==> src/rtl/clock_set_controller.sv <==
// rtl/clock_set_controller.sv - clock-setting controller: switch debounce, field select, adjust repeat, timeout
`timescale 1ns/1ps

module clock_set_controller_debounce #(
  parameter int CYCLES = 4
) (
  input  logic i_Clock,
  input  logic i_Reset_n,
  input  logic i_Raw,
  output logic o_Level,
  output logic o_Rise,
  output logic o_Fall
);
  localparam int DW = (CYCLES > 1) ? $clog2(CYCLES) : 1;
  localparam logic [DW-1:0] DB_LAST = DW'(CYCLES - 1);

  logic          r_sync1;
  logic          r_sync2;
  logic          r_level;
  logic          r_level_d;
  logic [DW-1:0] r_count;

  // Level flips on the edge where the run of differing samples reaches CYCLES.
  always_ff @(posedge i_Clock or negedge i_Reset_n) begin
    if (!i_Reset_n) begin
      r_sync1   <= 1'b0;
      r_sync2   <= 1'b0;
      r_level   <= 1'b0;
      r_level_d <= 1'b0;
      r_count   <= '0;
    end else begin
      r_sync1   <= i_Raw;
      r_sync2   <= r_sync1;
      r_level_d <= r_level;
      if (r_sync2 != r_level) begin
        if (r_count == DB_LAST) begin
          r_level <= r_sync2;
          r_count <= '0;
        end else begin
          r_count <= r_count + DW'(1);
        end
      end else begin
        r_count <= '0;
      end
    end
  end

  assign o_Level = r_level;
  assign o_Rise  = r_level & ~r_level_d;
  assign o_Fall  = ~r_level & r_level_d;
endmodule

module clock_set_controller #(
  parameter int NUM_FIELDS      = 3,
  parameter int DEBOUNCE_CYCLES = 500000,
  parameter int REPEAT_DELAY    = 25000000,
  parameter int REPEAT_PERIOD   = 5000000,
  parameter int TIMEOUT_CYCLES  = 500000000
) (
  input  logic                  i_Clock,
  input  logic                  i_Reset_n,
  input  logic                  i_Switch,
  input  logic                  i_Adjust,
  output logic                  o_Counters_Reset,
  output logic                  o_Counters_Enable_Increment,
  output logic [NUM_FIELDS-1:0] o_Counters_Enable_Count,
  output logic [NUM_FIELDS-1:0] o_Display_Blink,
  output logic                  o_Display_Enable_Dot
);
  localparam int FW   = $clog2(NUM_FIELDS);
  localparam int RMAX = (REPEAT_DELAY > REPEAT_PERIOD) ? REPEAT_DELAY : REPEAT_PERIOD;
  localparam int RW   = (RMAX > 1) ? $clog2(RMAX) : 1;
  localparam int TW   = (TIMEOUT_CYCLES > 1) ? $clog2(TIMEOUT_CYCLES) : 1;
  localparam logic [FW-1:0] FIELD_FIRST = FW'(1);
  localparam logic [FW-1:0] FIELD_LAST  = FW'(NUM_FIELDS - 1);
  localparam logic [RW-1:0] RD_LAST     = RW'(REPEAT_DELAY - 1);
  localparam logic [RW-1:0] RP_LAST     = RW'(REPEAT_PERIOD - 1);
  localparam logic [TW-1:0] TO_LAST     = (TIMEOUT_CYCLES > 0) ? TW'(TIMEOUT_CYCLES - 1) : '0;
  localparam bit            TO_ENABLE   = (TIMEOUT_CYCLES > 0);

  typedef enum logic [1:0] {ST_IDLE, ST_RESET, ST_SET} state_t;

  state_t          r_state;
  state_t          w_next_state;
  logic [FW-1:0]   r_field;
  logic [FW-1:0]   w_next_field;
  logic [RW-1:0]   r_repeat;
  logic            r_rep_first;
  logic            r_armed;
  logic [TW-1:0]   r_timeout;

  logic w_mode_level, w_mode_rise, w_mode_fall;
  logic w_adj_level, w_adj_rise, w_adj_fall;
  logic w_in_set, w_any_event, w_timeout_hit, w_state_change;
  logic w_press_pulse, w_repeat_live, w_repeat_hit;
  logic [NUM_FIELDS-1:0] w_onehot;
  logic [NUM_FIELDS-1:0] w_next_count;
  logic [NUM_FIELDS-1:0] w_next_blink;

  clock_set_controller_debounce #(.CYCLES(DEBOUNCE_CYCLES)) u_mode_db (
    .i_Clock  (i_Clock),
    .i_Reset_n(i_Reset_n),
    .i_Raw    (i_Switch),
    .o_Level  (w_mode_level),
    .o_Rise   (w_mode_rise),
    .o_Fall   (w_mode_fall)
  );

  clock_set_controller_debounce #(.CYCLES(DEBOUNCE_CYCLES)) u_adj_db (
    .i_Clock  (i_Clock),
    .i_Reset_n(i_Reset_n),
    .i_Raw    (i_Adjust),
    .o_Level  (w_adj_level),
    .o_Rise   (w_adj_rise),
    .o_Fall   (w_adj_fall)
  );

  assign w_in_set      = (r_state == ST_SET);
  assign w_any_event   = w_mode_rise | w_mode_fall | w_adj_rise | w_adj_fall;
  assign w_timeout_hit = TO_ENABLE && w_in_set && !w_any_event && !w_adj_level &&
                         (r_timeout == TO_LAST);

  always_comb begin
    w_next_state = r_state;
    w_next_field = r_field;
    case (r_state)
      ST_IDLE: begin
        if (w_mode_rise) w_next_state = ST_RESET;
      end
      ST_RESET: begin
        if (w_mode_fall) begin
          w_next_state = ST_SET;
          w_next_field = FIELD_FIRST;
        end
      end
      ST_SET: begin
        if (w_mode_rise) begin
          if (r_field == FIELD_LAST) begin
            w_next_state = ST_IDLE;
            w_next_field = '0;
          end else begin
            w_next_field = r_field + FW'(1);
          end
        end else if (w_timeout_hit) begin
          w_next_state = ST_IDLE;
          w_next_field = '0;
        end
      end
      default: begin
        w_next_state = ST_IDLE;
        w_next_field = '0;
      end
    endcase
  end

  assign w_state_change = (w_next_state != r_state) || (w_next_field != r_field);
  assign w_onehot       = NUM_FIELDS'(1) << w_next_field;

  always_comb begin
    w_next_count = '0;
    w_next_blink = '0;
    if (w_next_state == ST_IDLE) begin
      w_next_count = '1;
    end else if (w_next_state == ST_SET) begin
      w_next_count = w_onehot;
      w_next_blink = w_onehot;
    end
  end

  // A mode event on the same edge as an adjust pulse wins; repeat only runs after a press seen in SET.
  assign w_press_pulse = w_in_set && w_adj_rise && !w_state_change;
  assign w_repeat_live = r_armed && w_adj_level && w_in_set && !w_state_change;
  assign w_repeat_hit  = r_rep_first ? (r_repeat == RD_LAST) : (r_repeat == RP_LAST);

  always_ff @(posedge i_Clock or negedge i_Reset_n) begin
    if (!i_Reset_n) begin
      r_state                     <= ST_IDLE;
      r_field                     <= '0;
      o_Counters_Reset            <= 1'b0;
      o_Counters_Enable_Increment <= 1'b0;
      o_Counters_Enable_Count     <= '1;
      o_Display_Blink             <= '0;
      o_Display_Enable_Dot        <= 1'b1;
    end else begin
      r_state                     <= w_next_state;
      r_field                     <= w_next_field;
      o_Counters_Reset            <= (w_next_state == ST_RESET);
      o_Counters_Enable_Increment <= w_press_pulse | (w_repeat_live & w_repeat_hit);
      o_Counters_Enable_Count     <= w_next_count;
      o_Display_Blink             <= w_next_blink;
      o_Display_Enable_Dot        <= (w_next_state == ST_IDLE);
    end
  end

  always_ff @(posedge i_Clock or negedge i_Reset_n) begin
    if (!i_Reset_n) begin
      r_repeat    <= '0;
      r_rep_first <= 1'b1;
      r_armed     <= 1'b0;
    end else if (w_press_pulse) begin
      r_repeat    <= '0;
      r_rep_first <= 1'b1;
      r_armed     <= 1'b1;
    end else if (w_repeat_live) begin
      if (w_repeat_hit) begin
        r_repeat    <= '0;
        r_rep_first <= 1'b0;
      end else begin
        r_repeat <= r_repeat + RW'(1);
      end
    end else begin
      r_repeat    <= '0;
      r_rep_first <= 1'b1;
      r_armed     <= 1'b0;
    end
  end

  always_ff @(posedge i_Clock or negedge i_Reset_n) begin
    if (!i_Reset_n) begin
      r_timeout <= '0;
    end else if (w_state_change || w_any_event || w_adj_level || !w_in_set) begin
      r_timeout <= '0;
    end else if (r_timeout != TO_LAST) begin
      r_timeout <= r_timeout + TW'(1);
    end
  end
endmodule

==> config.mk <==
export PLATFORM = sky130hd
export DESIGN_NAME = clock_set_controller
export DESIGN_NICKNAME = d
export VERILOG_FILES = /design/src/rtl/clock_set_controller.sv
export SDC_FILE = /design/constraint.sdc
export NUM_CORES = 1
export LEC_CHECK = 0
export ABC_AREA = 1
export BUFFER_PORTS_ARGS = -buffer_cell sky130_fd_sc_hd__buf_2
export CAP_MARGIN = 20
export CORE_MARGIN = 3
export CORE_UTILIZATION = 63
export DETAILED_ROUTE_END_ITERATION = 10
export MAX_ROUTING_LAYER = met4
export PLACE_DENSITY = 0.8
export RECOVER_POWER = 25
export SETUP_SLACK_MARGIN = 0.5
export SLEW_MARGIN = 10
export SYNTH_ARGS = -nofsm -noshare
export SYNTH_HDL_FRONTEND = slang
export SYNTH_HIERARCHICAL = 1
export SYNTH_SLANG_ARGS = --single-unit
export TNS_END_PERCENT = 30
==> constraint.sdc <==
create_clock -name i_Clock -period 2.6 [get_ports i_Clock]
set_input_delay 0.52 -clock i_Clock [delete_from_list [all_inputs] [get_ports i_Clock]]
set_output_delay 0.52 -clock i_Clock [all_outputs]
set_load 0.01 [all_outputs]
; ---- After elaboration in Yosys (flattened, before gate mapping)
; Cells that the tools add are included.
[word_totals]
word_cells = 107
reg_bits = 115
in_bits = 4
output_inout_bits = 9
[op_classes]
reduce_logical = 21
n_eq_ne = 17
n_shift = 1
n_addsub = 5
bitwise = 13
n_mux = 29
[ops]
columns = op, n
row1 = two-way mux 19 bit, 4
row2 = two-way mux 25 bit, 3
row3 = two-way mux 29 bit, 2
row4 = adder 19 x 1 -> 19 bit (second input constant), 2
row5 = equality test 19 bit (second input constant), 2
row6 = adder 29 x 1 -> 29 bit (second input constant), 1
row7 = equality test 29 bit (second input constant), 1
row8 = != test 29 bit (second input constant), 1
row9 = adder 25 x 1 -> 25 bit (second input constant), 1
row10 = equality test 25 x 23 -> 1 bit (second input constant), 1
row11 = equality test 25 bit (second input constant), 1
row12 = two-way mux 2 bit, 9
row13 = case mux 2 bit (3 select lines), 2
row14 = two-way mux 3 bit, 3
row15 = logical AND 1 bit, 8
row16 = equality test 2 bit (second input constant), 3
row17 = two-way mux 1 bit, 6
row18 = AND 1 bit, 5
row19 = equality test 2 x 1 -> 1 bit (second input constant), 2
row20 = zero test 1 bit, 4
row21 = zero test 2 bit, 2
row22 = logical OR 1 bit, 4
row23 = != test 2 bit, 2
row24 = NOT 1 bit, 4
row25 = 8 further kinds, 13

; ---- Depth between registers and ports, before layout
; Gate-level depths: netlist of the first run.
[logic_depth]
word_depth = 18
mapped_depth = 14
mapped_depth_nobuf = 13

; ---- Modules after synthesis
; The synthesis of the first run kept the hierarchy.
[modules_own_cells]
columns = mod, cells_each, n_inst, seq_area_each_um2, area_per_inst_um2
row1 = clock_set_controller, 445, 1, 1732.9, 3817.4
row2 = clock_set_controller_debounce, 153, 2, 575.6, 1231.2

; ---- Worst setup path before layout of the first run
; No wires, ideal clock.
[synth_path]
path_kind = register -> register
start = register u_mode_db.r_level (netlist: u_mode_db/o_Level)
end = register r_repeat[5]
path_buffers = 1
t_arrival_ps = 1846
synth_period_minus_slack_ps = 1974
setup_slack_ps = 626
required_time_ps = 2472
path_stages_with_launch = 13
setup_ps = 128
cell_sequence = dfrtp_1 -> inv_1 -> nor2_1 -> inv_1 -> nand2_1 -> nor3_2 -> nand3_4 -> nand2_1 -> a21oi_2 -> nand4_2 -> nand3_4 -> buf_8 -> nor2_4
[synth_via]
elab_cells_between_ends = 27
cone_classes = eq/ne (2) / mux (11) / bitwise (6) / reduce/logical (8)
[synth_rtl]
columns = element, line
row1 = start: declaration, 19  ; logic r_level;
row2 = start signal: assignment, 37  ; r_level <= r_sync2;
row3 = AND 1 bit *, 49  ; assign o_Rise = r_level & ~r_level_d;
row4 = net w_mode_rise, 92  ; logic w_mode_level, w_mode_rise, w_mode_fall;
row5 = bitwise OR 1 bit (3 in series), 119  ; assign w_any_event = w_mode_rise | w_mode_fall | w_adj_rise | w_adj_fall;
row6 = zero test 1 bit, 120  ; assign w_timeout_hit = TO_ENABLE && w_in_set && !w_any_event && !w_adj_level &&
row7 = logical AND 1 bit (3 in series), 120
row8 = two-way mux 2 bit, 144  ; end else if (w_timeout_hit) begin
row9 = two-way mux 2 bit, 137  ; if (w_mode_rise) begin
row10 = case mux 2 bit (3 select lines), 126  ; case (r_state)
row11 = != test 2 bit, 156  ; assign w_state_change = (w_next_state != r_state) || (w_next_field != r_field);
row12 = logical OR 1 bit *, 156
row13 = zero test 1 bit *, "171, 172"
row14 = logical AND 1 bit, 172  ; assign w_repeat_live = r_armed && w_adj_level && w_in_set && !w_state_change;
row15 = two-way mux 25 bit, 204  ; end else if (w_repeat_live) begin
row16 = two-way mux 25 bit *, 200  ; end else if (w_press_pulse) begin
row17 = end signal: assignment, 209  ; r_repeat <= r_repeat + RW'(1);
row18 = end: declaration, 87  ; logic [RW-1:0] r_repeat;
; The timed path passes the listed nets; every way through them passes the cells marked *.
; A chain may end at the register's enable or synchronous reset.

; ---- Worst setup path after layout of the first run
[layout_path]
start = register r_timeout[0]
end = register r_repeat[19]
[layout_via]
elab_chain_cells = 11
elab_cells_between_ends = 16
cone_classes = eq/ne (3) / mux (8) / reduce/logical (5)
[layout_rtl]
columns = element, line
row1 = start: declaration, 90  ; logic [TW-1:0] r_timeout;
row2 = start signal: assignment, 224  ; r_timeout <= r_timeout + TW'(1);
row3 = equality test 29 bit *, 121  ; (r_timeout == TO_LAST);
row4 = logical AND 1 bit *, 120
row5 = two-way mux 2 bit *, 144
row6 = two-way mux 2 bit *, 137
row7 = case mux 2 bit (3 select lines) *, 126
row8 = net w_next_field[0], 86  ; logic [FW-1:0] w_next_field;
row9 = != test 2 bit *, 156
row10 = logical OR 1 bit *, 156
row11 = zero test 1 bit *, "171, 172"
row12 = logical AND 1 bit, 172
row13 = two-way mux 25 bit, 204
row14 = two-way mux 25 bit *, 200
; Marks and branches as above.

==> impl_metrics.prom, run 1 <==
# TYPE chip_impl_metric gauge
chip_impl_info{name="rsz_0062_raised_after_global_routing",value="true"} 1
chip_impl_metric{name="clkSlewWorstSetupHoldPaths",unit="ns"} 0.06
chip_impl_info{name="yosysTopAreaCell",value="dfrtp_1"} 1
chip_impl_metric{name="grt_util_all_layers",unit=""} 0.2753
chip_impl_metric{name="core",unit="µm²"} 9459
chip_impl_metric{name="die_height",unit="µm"} 105.8
chip_impl_metric{name="timing.critical_path.arrival",unit="ns"} 2.56
chip_impl_metric{name="syn_avg_cell_area",unit="µm²"} 8.362
chip_impl_metric{name="via_per_inst",unit=""} 5.409
chip_impl_metric{name="placed_cells_incl_taps",unit=""} 891
chip_impl_info{name="cts_tree",value="built"} 1
chip_impl_metric{name="slew_violations",unit=""} 0
chip_impl_metric{name="detail_route.wirelength",unit="mm"} 14.05
chip_impl_metric{name="worst_skew_pair.late_latency",unit="ns"} 0.52
chip_impl_metric{name="final.setup_skew",unit="ns"} 0.006467
chip_impl_metric{name="n_antenna_cell",unit=""} 0
chip_impl_metric{name="grt-ovfl-total",unit=""} 0
chip_impl_metric{name="grt_max_degree",unit=""} 61
chip_impl_metric{name="synth_largest_type_area_fraction",unit=""} 0.4383
chip_impl_metric{name="vias_in_the_first_global_route",unit=""} 5277
chip_impl_metric{name="detail_route.iter0.violations",unit=""} 296
chip_impl_metric{name="postSynthRegisterBits",unit=""} 115
chip_impl_metric{name="drt-pass1-iter-count",unit=""} 4
chip_impl_metric{name="layoutNonFillerInstCount",unit=""} 947
chip_impl_metric{name="timing.slew.headroom",unit=""} 0.3958
chip_impl_metric{name="syn_inst",unit=""} 751
chip_impl_metric{name="cap_violations",unit=""} 0
chip_impl_metric{name="critPathMaxStageDelay",unit="ns"} 0.35
chip_impl_info{name="critPathLaunchType",value="flip-flop"} 1
chip_impl_metric{name="yosysSeqAreaShare",unit=""} 0.4593
chip_impl_metric{name="ctsHtreeMaxLevel",unit=""} 4
chip_impl_metric{name="layout_min_cycle_time",unit="ns"} 2.098
chip_impl_metric{name="grt_use_met2",unit=""} 0.4572
chip_impl_info{name="end_kind",value="flip-flop"} 1
chip_impl_metric{name="number_of_antenna_violating_nets_in_the_routed_design",unit=""} 0
chip_impl_metric{name="flow.area_growth_from_synthesis",unit="%"} 20.14
chip_impl_metric{name="clock.fmax",unit="MHz"} 476.6
chip_impl_metric{name="clock-sinks",unit=""} 115
chip_impl_metric{name="dp_slack",unit="ns"} 0.3057
chip_impl_metric{name="powerDensity",unit="nW/µm²"} 585.1
chip_impl_info{name="critPathTopFamily",value="simple AND/OR/NAND/NOR gates"} 1
chip_impl_info{name="critPathSlowestCell",value="dfrtp_1"} 1
chip_impl_metric{name="tightestPinTransition",unit="ns"} 0.9063
chip_impl_metric{name="synthesis.area",unit="µm²"} 6280
chip_impl_info{name="critPathKind",value="flip-flop to flip-flop"} 1
chip_impl_metric{name="total_setup_violations_reported_at_the_end_of_the_flow",unit=""} 0
chip_impl_metric{name="netlist-cell-type-count",unit=""} 36
chip_impl_metric{name="timing.setup.tns",unit="ns"} 0
chip_impl_metric{name="routed_wire_per_std_cell",unit="µm"} 14.84
chip_impl_metric{name="detail_route.drc_violations",unit=""} 0
chip_impl_metric{name="largest_driver_fanout_on_the_critical_path",unit=""} 6
chip_impl_metric{name="gp_congestion",unit=""} 0.9029
chip_impl_metric{name="post_route_cells_drive_above_1_share",unit=""} 0.2237
chip_impl_metric{name="met3_usage",unit=""} 0.06797
chip_impl_metric{name="total_leakage_power",unit="nW"} 3.111
chip_impl_metric{name="grt_antenna_before_repair",unit=""} 0
chip_impl_metric{name="die-width",unit="µm"} 105.8
chip_impl_info{name="run_status",value="complete, no violations"} 1
chip_impl_metric{name="crit_required",unit="ns"} 3.06
chip_impl_metric{name="fin_ws",unit="ns"} 0.5019
chip_impl_info{name="globalRoute.busiestLayer",value="met2"} 1
chip_impl_info{name="yosys-top-cells-area",value="dfrtp_1 44%, nor2_1 8.2%, nand2_1 7.8%"} 1
chip_impl_metric{name="nets",unit=""} 813
chip_impl_metric{name="hold_viol_final",unit=""} 0
chip_impl_metric{name="final_min_period_over_clock_period",unit=""} 0.8070
chip_impl_metric{name="top_level_i_o_count",unit=""} 13
chip_impl_metric{name="path_buf_inv",unit=""} 1
chip_impl_metric{name="tritoncts.num_buffers",unit=""} 17
chip_impl_info{name="worstHoldPathType",value="input port to flip-flop"} 1
chip_impl_info{name="cp_cell_sequence",value="ha_2 -> nand2_1 -> nor2_4 -> nand2_4 -> nor2_4 -> nand3_4 -> nand2_4 -> nand2_4 -> nand2_4 -> nand3_4 -> nor2_4 -> nand3_4 -> bufbuf_16 -> nor2_4"} 1
chip_impl_metric{name="portBuffers",unit=""} 12
chip_impl_metric{name="initial_util",unit=""} 0.6639
chip_impl_metric{name="detailed_place_hpwl",unit="mm"} 8.648
chip_impl_metric{name="synth.yosys.warnings",unit=""} 6
chip_impl_metric{name="clock_path_buffers",unit=""} 2
chip_impl_metric{name="vias",unit=""} 5122
chip_impl_metric{name="placementRows",unit=""} 35
chip_impl_metric{name="design.die.area",unit="µm²"} 11200
chip_impl_metric{name="grt_first_pass_wirelength",unit="mm"} 24.08
chip_impl_metric{name="postSynthNetCount",unit=""} 759
chip_impl_info{name="clock_root_buffer",value="clkbuf_8"} 1
chip_impl_metric{name="vdd_ir_drop_max",unit="µV"} 618.7
chip_impl_metric{name="grt_use_met1",unit=""} 0.3262
## stage by stage
step | power, mW | hold WS, ns | util | cell area [µm²]
3_3_place_gp | 1.913 | 0.3356 | 0.6890 | 6518
3_5_place_dp | 1.917 | 0.3434 | 0.6890 | 6518
6_report | 4.414 | 0.1009 | 0.7976 | 7545
4_1_cts | 4.442 | 0.08658 | 0.7841 | 7417
2_1_floorplan | 1.864 | 0.2244 | - | 6280
5_1_grt | 4.538 | 0.08705 | 0.7976 | 7545
## what timing repair did
item | in CTS | in global routing
buffers inserted | 14 | 6
hold endpoints to repair | 33 | 0
resized for setup | 17 | 24
gates cloned | 3 | 0
setup endpoints to repair | 49 | 43
hold buffers | 1 | 0
pin swaps | 7 | 12
## logic make-up after synthesis
| logic type | count (synthesis) | synth area share |
|---|---|---|
| flops | 115 | 0.4593 |
| xor+xnor | 58 | 0.08328 |
| compound gates | 41 | 0.03586 |
| fa+ha+maj | 4 | 0.007970 |
| simple gates | 430 | 0.3479 |
| buf+inv | 103 | 0.06575 |
## Yosys cell counts
cell type	n
a21boi_2	1
a21oi_1	13
a21oi_2	1
a31oi_1	2
and3_1	2
buf_2	3
buf_8	2
clkbuf_1	1
dfrtp_1	110
dfstp_2	5
ha_1	4
inv_1	83
inv_2	14
nand2_1	131
nand2_2	11
nand2_4	5
nand3_1	39
nand3_2	3
nand3_4	3
nand4_1	15
nand4_2	1
nor2_1	137
nor2_2	13
nor2_4	31
nor3_1	24
nor3_2	2
nor3b_1	4
nor4_1	9
o2111ai_1	1
o211ai_1	1
o21ai_0	17
o21ai_1	4
o22ai_1	1
xnor2_1	21
xor2_1	35
xor2_2	2
## where the power goes
part / internal, mW / switching [mW] / total [mW]
Clock: 1.72 / 0.807 / 2.53
Combinational: 0.0164 / 0.0584 / 0.0747
Sequential: 1.80 / 0.00790 / 1.81
## state kept, by name (all words and copies together), names as in the netlist, 2 cells and up
name / count
r_timeout: 29
r_state: 2
r_repeat: 25
u_adj_db/r_count: 19
u_mode_db/r_count: 19
o_Counters_Enable_Count: 3
o_Display_Blink: 3
r_field: 2
## layer usage
metal,wire (µm),vias to the layer above
met4,320,0
met2,7245,138
met1,5805,2465
li1,-,2478
met5,0,-
met3,682,41
## final timing paths
kind                             startpoint               end  slack [ns]  cells past startpoint
setup / recovery               r_timeout[0]      r_repeat[19]        0.50                     14
max in group asynchronous         i_Reset_n      r_timeout[4]        0.89                      3
setup reg to reg               r_timeout[0]      r_repeat[19]        0.50                     14
hold reg to reg            u_adj_db/r_sync1  u_adj_db/r_sync2        0.35                      0
min in group asynchronous         i_Reset_n     r_timeout[16]        0.66                      2
hold / removal                     i_Adjust  u_adj_db/r_sync1        0.10                      1
## cell usage in the layout (no fill, tap or decap), types with 6 or more instances in the layout
cell type / count
nor2_4: 39
o21ai_0: 17
nand2_4: 6
nor4_1: 9
xnor2_1: 21
a21oi_1: 13
inv_1: 80
inv_2: 17
dfrtp_1: 107
buf_2: 11
buf_4: 19
xor2_1: 33
nand2_2: 11
clkbuf_16: 16
nand3_1: 38
nand4_1: 15
nand2_1: 130
nor3_1: 23
nor2_1: 129
nor2_2: 13
## layout make-up
class / count / area (µm²)
well taps: 129 / 161.4
inverters: 97 / 364.1
clock buffers: 22 / 462.9
fillers: 621 / 1914
repair buffers: 41 / 386.6
clock inverters: 10 / 177.7
multi-input cells: 533 / 3104
flip-flops and latches: 115 / 2888
No activity file was read; power rests on OpenSTA's default activity.
==> run 2: changes to the inputs <==
--- a/config.mk
+++ b/config.mk
@@ -9,10 +9,10 @@
 export BUFFER_PORTS_ARGS = -buffer_cell sky130_fd_sc_hd__buf_2
 export CAP_MARGIN = 20
 export CORE_MARGIN = 3
-export CORE_UTILIZATION = 63
+export CORE_UTILIZATION = 57
 export DETAILED_ROUTE_END_ITERATION = 10
 export MAX_ROUTING_LAYER = met4
-export PLACE_DENSITY = 0.8
+export PLACE_DENSITY = 0.76
 export RECOVER_POWER = 25
 export SETUP_SLACK_MARGIN = 0.5
 export SLEW_MARGIN = 10
==> constraint.sdc (replaced) <==
create_clock -name i_Clock -period 1.7 [get_ports i_Clock]
set_input_delay 0.34 -clock i_Clock [delete_from_list [all_inputs] [get_ports i_Clock]]
set_output_delay 0.34 -clock i_Clock [all_outputs]
set_load 0.01 [all_outputs]
==> run 2 against run 1 <==
Critical path type unchanged. Sequential power increased by 54%. Largest power group unchanged. Design area increased by 19%. Clock skew increased by 0.0067 ns. Non-clock buffer count increased by 91. The flow now finishes with violations (negative setup slack). Hold slack improved by 0.25 ns. Register-to-register slack got worse by 0.99 ns.
==> impl_metrics.prom, run 2 (synthesis results as in run 1) <==
# TYPE chip_impl_metric gauge
chip_impl_info{name="run_status",value="complete, but fails checks"} 1
chip_impl_info{name="violated_checks",value="negative setup slack"} 1
chip_impl_metric{name="vias_in_the_first_global_route",unit=""} 6114
chip_impl_metric{name="design.die.area",unit="µm²"} 12310
chip_impl_metric{name="r2r.worst_path.cells",unit=""} 13
chip_impl_metric{name="clkSlewWorstSetupHoldPaths",unit="ns"} 0.06
chip_impl_metric{name="grt_util_all_layers",unit=""} 0.2881
chip_impl_metric{name="top_level_i_o_count",unit=""} 13
chip_impl_metric{name="final.setup_skew",unit="ns"} 0.01321
chip_impl_metric{name="clock.fmax",unit="MHz"} 458.0
chip_impl_metric{name="grt_first_pass_wirelength",unit="mm"} 28.03
chip_impl_metric{name="number_of_antenna_violating_nets_in_the_routed_design",unit=""} 0
chip_impl_metric{name="tightestPinTransition",unit="ns"} 0.7889
chip_impl_metric{name="detail_route.wirelength",unit="mm"} 19.63
chip_impl_metric{name="timing.slew.headroom",unit=""} 0.4740
chip_impl_info{name="critical_hold_path_startpoint",value="u_adj_db/r_sync1"} 1
chip_impl_metric{name="detail_route.iter0.violations",unit=""} 583
chip_impl_metric{name="powerDensity",unit="nW/µm²"} 757.9
chip_impl_info{name="worstHoldPathType",value="flip-flop to flip-flop"} 1
chip_impl_metric{name="dpl-instance-area",unit="µm²"} 7277
chip_impl_metric{name="layout_min_cycle_time",unit="ns"} 2.183
chip_impl_metric{name="dp_slack",unit="ns"} -0.3327
chip_impl_metric{name="worst_skew_pair.late_latency",unit="ns"} 0.54
chip_impl_info{name="critPathTopFamily",value="simple AND/OR/NAND/NOR gates"} 1
chip_impl_metric{name="cap_violations",unit=""} 0
chip_impl_metric{name="crit_required",unit="ns"} 2.14
chip_impl_info{name="timing.rr.start",value="r_timeout[0]"} 1
chip_impl_metric{name="nets",unit=""} 904
chip_impl_metric{name="fin_ws",unit="ns"} -0.4833
chip_impl_metric{name="grt_antenna_before_repair",unit=""} 0
chip_impl_metric{name="die_height",unit="µm"} 111.0
chip_impl_info{name="final_common_cell",value="nand2_1"} 1
chip_impl_metric{name="hold_viol_final",unit=""} 0
chip_impl_info{name="hold_path_end",value="u_adj_db/r_sync2"} 1
chip_impl_metric{name="n_antenna_cell",unit=""} 0
chip_impl_metric{name="total_leakage_power",unit="nW"} 3.698
chip_impl_metric{name="largest_driver_fanout_on_the_critical_path",unit=""} 8
chip_impl_info{name="cp_cell_sequence",value="ha_2 -> nand2_2 -> nor2_4 -> nand2_2 -> nor2_4 -> nand3_4 -> buf_4 -> nand2_4 -> a21oi_4 -> nand4_1 -> buf_12 -> buf_12 -> nor3_2"} 1
chip_impl_metric{name="vias",unit=""} 6073
chip_impl_info{name="critPathSlowestCell",value="dfrtp_1"} 1
chip_impl_metric{name="path_buf_inv",unit=""} 3
chip_impl_metric{name="grt-ovfl-total",unit=""} 0
chip_impl_info{name="clock_root_buffer",value="clkbuf_8"} 1
chip_impl_metric{name="vdd_ir_drop_max",unit="µV"} 894.4
chip_impl_metric{name="flow.area_growth_from_synthesis",unit="%"} 43.43
chip_impl_metric{name="core",unit="µm²"} 10510
chip_impl_metric{name="timing.critical_path.arrival",unit="ns"} 2.63
chip_impl_metric{name="post_route_cells_drive_above_1_share",unit=""} 0.4273
chip_impl_info{name="most-common-layout-cells",value="115 x nand2_1, 103 x buf_4, 101 x dfrtp_1, 81 x nor2_1, 77 x inv_1"} 1
chip_impl_metric{name="detail_route.drc_violations",unit=""} 0
chip_impl_metric{name="die-width",unit="µm"} 111.0
chip_impl_metric{name="detailed_place_hpwl",unit="mm"} 9.775
chip_impl_metric{name="reg2reg_setup_slack",unit="ns"} -0.48
chip_impl_metric{name="via_per_inst",unit=""} 5.817
chip_impl_info{name="rsz_0062_raised_after_global_routing",value="true"} 1
chip_impl_metric{name="postLayoutCellArea",unit="µm²"} 9007
chip_impl_info{name="reg.largest.list",value="r_timeout (29), r_repeat (25)"} 1
chip_impl_metric{name="total_setup_violations_reported_at_the_end_of_the_flow",unit=""} 66
chip_impl_metric{name="grt_max_degree",unit=""} 34
chip_impl_metric{name="final_min_period_over_clock_period",unit=""} 1.284
chip_impl_metric{name="routed_wire_per_std_cell",unit="µm"} 18.80
chip_impl_metric{name="gp_congestion",unit=""} 0.9241
chip_impl_metric{name="hold_path_depth",unit=""} 0
chip_impl_metric{name="fin_util",unit=""} 0.8571
chip_impl_metric{name="tritoncts.num_buffers",unit=""} 17
chip_impl_info{name="worstReg2RegEnd",value="r_timeout[16]"} 1
chip_impl_metric{name="largest_register_ffs",unit=""} 29
chip_impl_metric{name="ctsHtreeMaxLevel",unit=""} 4
chip_impl_metric{name="drt-pass1-iter-count",unit=""} 5
chip_impl_metric{name="placementRows",unit=""} 37
chip_impl_metric{name="clock_path_buffers",unit=""} 2
chip_impl_metric{name="portBuffers",unit=""} 12
chip_impl_metric{name="worst_hold_margin",unit="ns"} 0.3558
chip_impl_metric{name="critPathMaxStageDelay",unit="ns"} 0.41
chip_impl_metric{name="clock-sinks",unit=""} 115
chip_impl_metric{name="initial_util",unit=""} 0.5976
chip_impl_info{name="max_flop_register",value="r_timeout"} 1
chip_impl_info{name="cts_tree",value="built"} 1
chip_impl_info{name="critPathKind",value="flip-flop to flip-flop"} 1
chip_impl_info{name="end_kind",value="flip-flop"} 1
chip_impl_metric{name="slew_violations",unit=""} 0
chip_impl_info{name="critPathLaunchType",value="flip-flop"} 1
==> run 2: cell count changes in the layout (fill, tap and decap cells not counted), moves of 15 or more <==
cell	before	now
nor2_4	39	69
nor2_1	129	81
buf_4	19	103
nor2_2	13	31
nand3_1	38	23
nand2_1	130	115
==> run 2: cell type report <==
class / count / area [µm²]
inverter: 97 / 374.1
multi-input combinational: 533 / 3810
sequential: 115 / 2895
timing repair buffer: 132 / 1129
clock buffer: 21 / 449.2
tap: 136 / 170.2
fill: 475 / 1501
clock inverter: 10 / 180.2
==> run 2: worst max-delay path by stage <==
| stage | end | start | slack, ns | depth (start not counted) |
|---|---|---|---|---|
| final | r_timeout[16] | r_timeout[0] | -0.48 | 13 |
| after global routing | r_timeout[25] | r_timeout[10] | -0.64 | 9 |
| after CTS | r_repeat[10] | r_timeout[1] | -0.27 | 13 |
| after detailed placement | r_repeat[22] | r_repeat[0] | -0.33 | 12 |
| after global placement | r_repeat[19] | r_timeout[0] | -0.22 | 12 |
| after floorplan | r_repeat[5] | r_timeout[0] | -0.24 | 13 |
==> run 2: per-layer routing <==
layer | vias to the layer above | global-route usage | part of all wire
li1 | 2648 | - | -
met1 | 2986 | 0.3063 | 0.37
met2 | 311 | 0.5170 | 0.52
met3 | 128 | 0.05568 | 0.054
met4 | 0 | 0.1314 | 0.062
met5 | - | - | 0
==> run 2: power by group <==
part	switching, mW	internal [mW]
logic	0.121	0.0530
clock network	1.28	2.59
registers	0.0223	2.76
==> run 2: timing repair <==
item                                    4_1_cts  5_1_grt
buffers inserted                              6       12
hold endpoints to repair                     20        0
gates cloned                                  0        3
hold buffers                                  3        0
pin swaps                                    74       89
resized for setup                           105      115
endpoints found under the setup margin      117      118
==> run 2: worst reg2reg max path: stages (launching register included) <==
cell and delay (ns):
dfrtp_1 0.41, ha_2 0.21, nand2_2 0.09, nor2_4 0.04
nand2_2 0.10, nor2_4 0.05, nand3_4 0.11, buf_4 0.13
nand2_4 0.05, a21oi_4 0.19, nand4_1 0.21, buf_12 0.22
buf_12 0.14, nor3_2 0.13
==> run 2: metrics by stage <==
step | power (mW) | std cells | setup TNS [ns]
after detailed placement | 2.941 | 989 | -15.03
after global routing | 7.005 | 1044 | -31.73
final | 6.827 | 1044 | -25.63
after CTS | 6.771 | 1029 | -11.34
after floorplan | 2.851 | 751 | -8.592
after global placement | 2.936 | 989 | -9.594
==> run 3: changes to the inputs <==
--- a/config.mk
+++ b/config.mk
@@ -12,7 +12,7 @@
 export CORE_UTILIZATION = 57
 export DETAILED_ROUTE_END_ITERATION = 10
 export MAX_ROUTING_LAYER = met4
-export PLACE_DENSITY = 0.76
+export PLACE_DENSITY = 0.74
 export RECOVER_POWER = 25
 export SETUP_SLACK_MARGIN = 0.5
 export SLEW_MARGIN = 10
==> run 3 against run 2 <==
The run still ends with negative setup slack left. Sequential share of layout area up 0.072 points. Clock-buffer cell count up 2. Critical endpoint is now r_timeout[20]. Largest cell class unchanged. Global-route usage down 2.2 points. Highest routed layer unchanged. Hold slack worse by 0.20 ns. Clock skew down 0.0015 ns. First-iteration DRC count down 29%.
==> impl_metrics.prom, run 3 (synthesis results as in run 1) <==
# TYPE chip_impl_metric gauge
chip_impl_info{name="run_status",value="complete, but fails checks"} 1
chip_impl_info{name="violated_checks",value="negative setup slack"} 1
chip_impl_metric{name="placementRows",unit=""} 37
chip_impl_metric{name="flip_flop_and_latch_area",unit="µm²"} 2897
chip_impl_metric{name="hold_viol_final",unit=""} 0
chip_impl_metric{name="grt_max_degree",unit=""} 56
chip_impl_metric{name="tritoncts.num_buffers",unit=""} 17
chip_impl_metric{name="gp_congestion",unit=""} 0.9490
chip_impl_info{name="rsz_0062_raised_after_global_routing",value="true"} 1
chip_impl_info{name="max_flop_register",value="r_timeout"} 1
chip_impl_metric{name="largest_driver_fanout_on_the_critical_path",unit=""} 4
chip_impl_info{name="end_kind",value="flip-flop"} 1
chip_impl_metric{name="final.setup_skew",unit="ns"} 0.01172
chip_impl_metric{name="grt-ovfl-total",unit=""} 0
chip_impl_metric{name="detail_route.iter0.violations",unit=""} 414
chip_impl_metric{name="clock_path_buffers",unit=""} 2
chip_impl_info{name="clock_root_buffer",value="clkbuf_8"} 1
chip_impl_metric{name="grt_first_pass_wirelength",unit="mm"} 25.83
chip_impl_metric{name="top_level_i_o_count",unit=""} 13
chip_impl_metric{name="reg2reg_setup_slack",unit="ns"} -0.41
chip_impl_metric{name="portBuffers",unit=""} 12
chip_impl_metric{name="fillCellCount",unit=""} 503
chip_impl_metric{name="vdd_ir_drop_max",unit="µV"} 816.8
chip_impl_metric{name="clock.fmax",unit="MHz"} 474.0
chip_impl_metric{name="drt-pass1-iter-count",unit=""} 7
chip_impl_metric{name="flow.area_growth_from_synthesis",unit="%"} 43.18
chip_impl_metric{name="grt_antenna_before_repair",unit=""} 0
chip_impl_metric{name="fin_ws",unit="ns"} -0.4096
chip_impl_info{name="critPathTopFamily",value="simple AND/OR/NAND/NOR gates"} 1
chip_impl_metric{name="clock-sinks",unit=""} 115
chip_impl_metric{name="design.die.area",unit="µm²"} 12310
chip_impl_info{name="worstHoldPathType",value="input port to asynchronous set/reset pin"} 1
chip_impl_info{name="critPathSlowestCell",value="dfrtp_1"} 1
chip_impl_metric{name="largest_register_ffs",unit=""} 29
chip_impl_metric{name="worst_skew_pair.late_latency",unit="ns"} 0.54
chip_impl_metric{name="post_route_cells_drive_above_1_share",unit=""} 0.4235
chip_impl_metric{name="crit_required",unit="ns"} 2.11
chip_impl_info{name="critPathKind",value="flip-flop to flip-flop"} 1
chip_impl_metric{name="nets",unit=""} 904
chip_impl_metric{name="multi_input_area",unit="µm²"} 3806
chip_impl_metric{name="critPathMaxStageDelay",unit="ns"} 0.37
chip_impl_info{name="critPathLaunchType",value="flip-flop"} 1
chip_impl_info{name="cp_cell_sequence",value="ha_2 -> nand2_2 -> nor2_4 -> nand2_2 -> buf_4 -> nor2_4 -> nand3_2 -> nor2_4 -> buf_4 -> buf_4 -> inv_1 -> nor4_2 -> nor3_1"} 1
chip_impl_info{name="final_common_cell",value="nand2_1"} 1
chip_impl_metric{name="vias",unit=""} 5823
chip_impl_metric{name="total_leakage_power",unit="nW"} 3.674
chip_impl_metric{name="vias_in_the_first_global_route",unit=""} 5678
chip_impl_metric{name="worst_hold_margin",unit="ns"} 0.1515
chip_impl_metric{name="path_buf_inv",unit=""} 4
chip_impl_metric{name="detail_route.wirelength",unit="mm"} 17.79
chip_impl_metric{name="final_min_period_over_clock_period",unit=""} 1.241
chip_impl_metric{name="detailed_place_hpwl",unit="mm"} 9.723
chip_impl_metric{name="n_antenna_cell",unit=""} 0
chip_impl_metric{name="tightestPinTransition",unit="ns"} 0.8609
chip_impl_metric{name="number_of_antenna_violating_nets_in_the_routed_design",unit=""} 0
chip_impl_metric{name="grt_util_all_layers",unit=""} 0.2662
chip_impl_metric{name="timing.slew.headroom",unit=""} 0.4261
chip_impl_metric{name="ctsHtreeMaxLevel",unit=""} 4
chip_impl_metric{name="cap_violations",unit=""} 0
chip_impl_metric{name="via_per_inst",unit=""} 5.572
chip_impl_metric{name="detail_route.drc_violations",unit=""} 0
chip_impl_metric{name="timing.setup.tns",unit="ns"} -19.26
chip_impl_metric{name="clkSlewWorstSetupHoldPaths",unit="ns"} 0.06
chip_impl_metric{name="slew_violations",unit=""} 0
chip_impl_metric{name="powerDensity",unit="nW/µm²"} 741.7
chip_impl_info{name="cts_tree",value="built"} 1
chip_impl_info{name="most-common-layout-cells",value="118 x nand2_1, 102 x buf_4, 100 x dfrtp_1, 85 x nor2_1, 74 x inv_1"} 1
chip_impl_metric{name="total_setup_violations_reported_at_the_end_of_the_flow",unit=""} 64
chip_impl_metric{name="initial_util",unit=""} 0.5976
chip_impl_metric{name="routed_wire_per_std_cell",unit="µm"} 17.03
chip_impl_metric{name="core",unit="µm²"} 10510
chip_impl_info{name="reg.largest.list",value="r_timeout (29), r_repeat (25)"} 1
chip_impl_metric{name="timing.critical_path.arrival",unit="ns"} 2.52
chip_impl_metric{name="die_height",unit="µm"} 111.0
chip_impl_metric{name="die-width",unit="µm"} 111.0
chip_impl_metric{name="layout_min_cycle_time",unit="ns"} 2.110
run 3: cell types whose count changed in the layout (fill, tap and decap cells not counted), sizes merged:
| cell | delta |
|---|---|
| clkinvlp | +1 |
| bufinv | -1 |
| buf | -1 |
| clkbuf | +3 |
| clkinv | -1 |
run 3: through the flow:
step	setup slack (ns)	std cells	instance area, µm²	total power, mW	util
6_report	-0.4096	1045	8991	6.669	0.8556
5_1_grt	-0.5535	1045	8991	6.854	0.8556
4_1_cts	-0.2868	1033	8333	6.648	0.7930
3_5_place_dp	-0.3284	991	7279	2.935	0.6927
3_3_place_gp	-0.2106	991	7279	2.930	0.6927
2_1_floorplan	-0.2361	751	6307	2.851	-
run 3: worst paths after layout:
path | from | end | cells past startpoint
min | i_Reset_n | r_timeout[11] | 2
min reg2reg | u_mode_db/r_sync1 | u_mode_db/r_sync2 | 0
max in group asynchronous | i_Reset_n | u_adj_db/r_count[13] | 3
max reg2reg | r_timeout[1] | r_timeout[20] | 13
min in group i_Clock | u_mode_db/r_sync1 | u_mode_db/r_sync2 | 0
max | r_timeout[1] | r_timeout[20] | 13
run 3: routing by layer:
layer,GRT usage,up-vias,part of all wire
li1,-,2656,-
met3,0.05731,81,0.053
met4,0.1043,0,0.041
met5,-,-,0
met2,0.4725,262,0.53
met1,0.2912,2824,0.38
run 3: worst register-to-register path, stage by stage (launching register included):
cell     delay, ns
dfrtp_1       0.37
ha_2          0.21
nand2_2       0.08
nor2_4        0.10
nand2_2       0.09
buf_4         0.16
nor2_4        0.10
nand3_2       0.11
nor2_4        0.17
buf_4         0.12
buf_4         0.11
inv_1         0.07
nor4_2        0.20
nor3_1        0.11
run 3: area by class of cell:
class                   count  area share
well taps                 136     0.01893
clock buffers              23     0.05079
flip-flops and latches    115      0.3222
multi-input cells         533      0.4233
clock inverters             9     0.01698
repair buffers            132      0.1262
inverters                  97     0.04161
run 3: what timing repair did:
action	4_1_cts	5_1_grt
pin swaps	68	88
hold buffers	3	0
gates resized for setup	82	138
buffers inserted	6	8
cloned	1	4
hold endpoints to repair	112	0
setup endpoints to repair	114	117
run 3: where the power goes:
part | internal (mW) | total (mW) | switching (mW)
Combinational | 0.0445 | 0.161 | 0.116
Sequential | 2.76 | 2.78 | 0.0237
Clock | 2.45 | 3.73 | 1.27
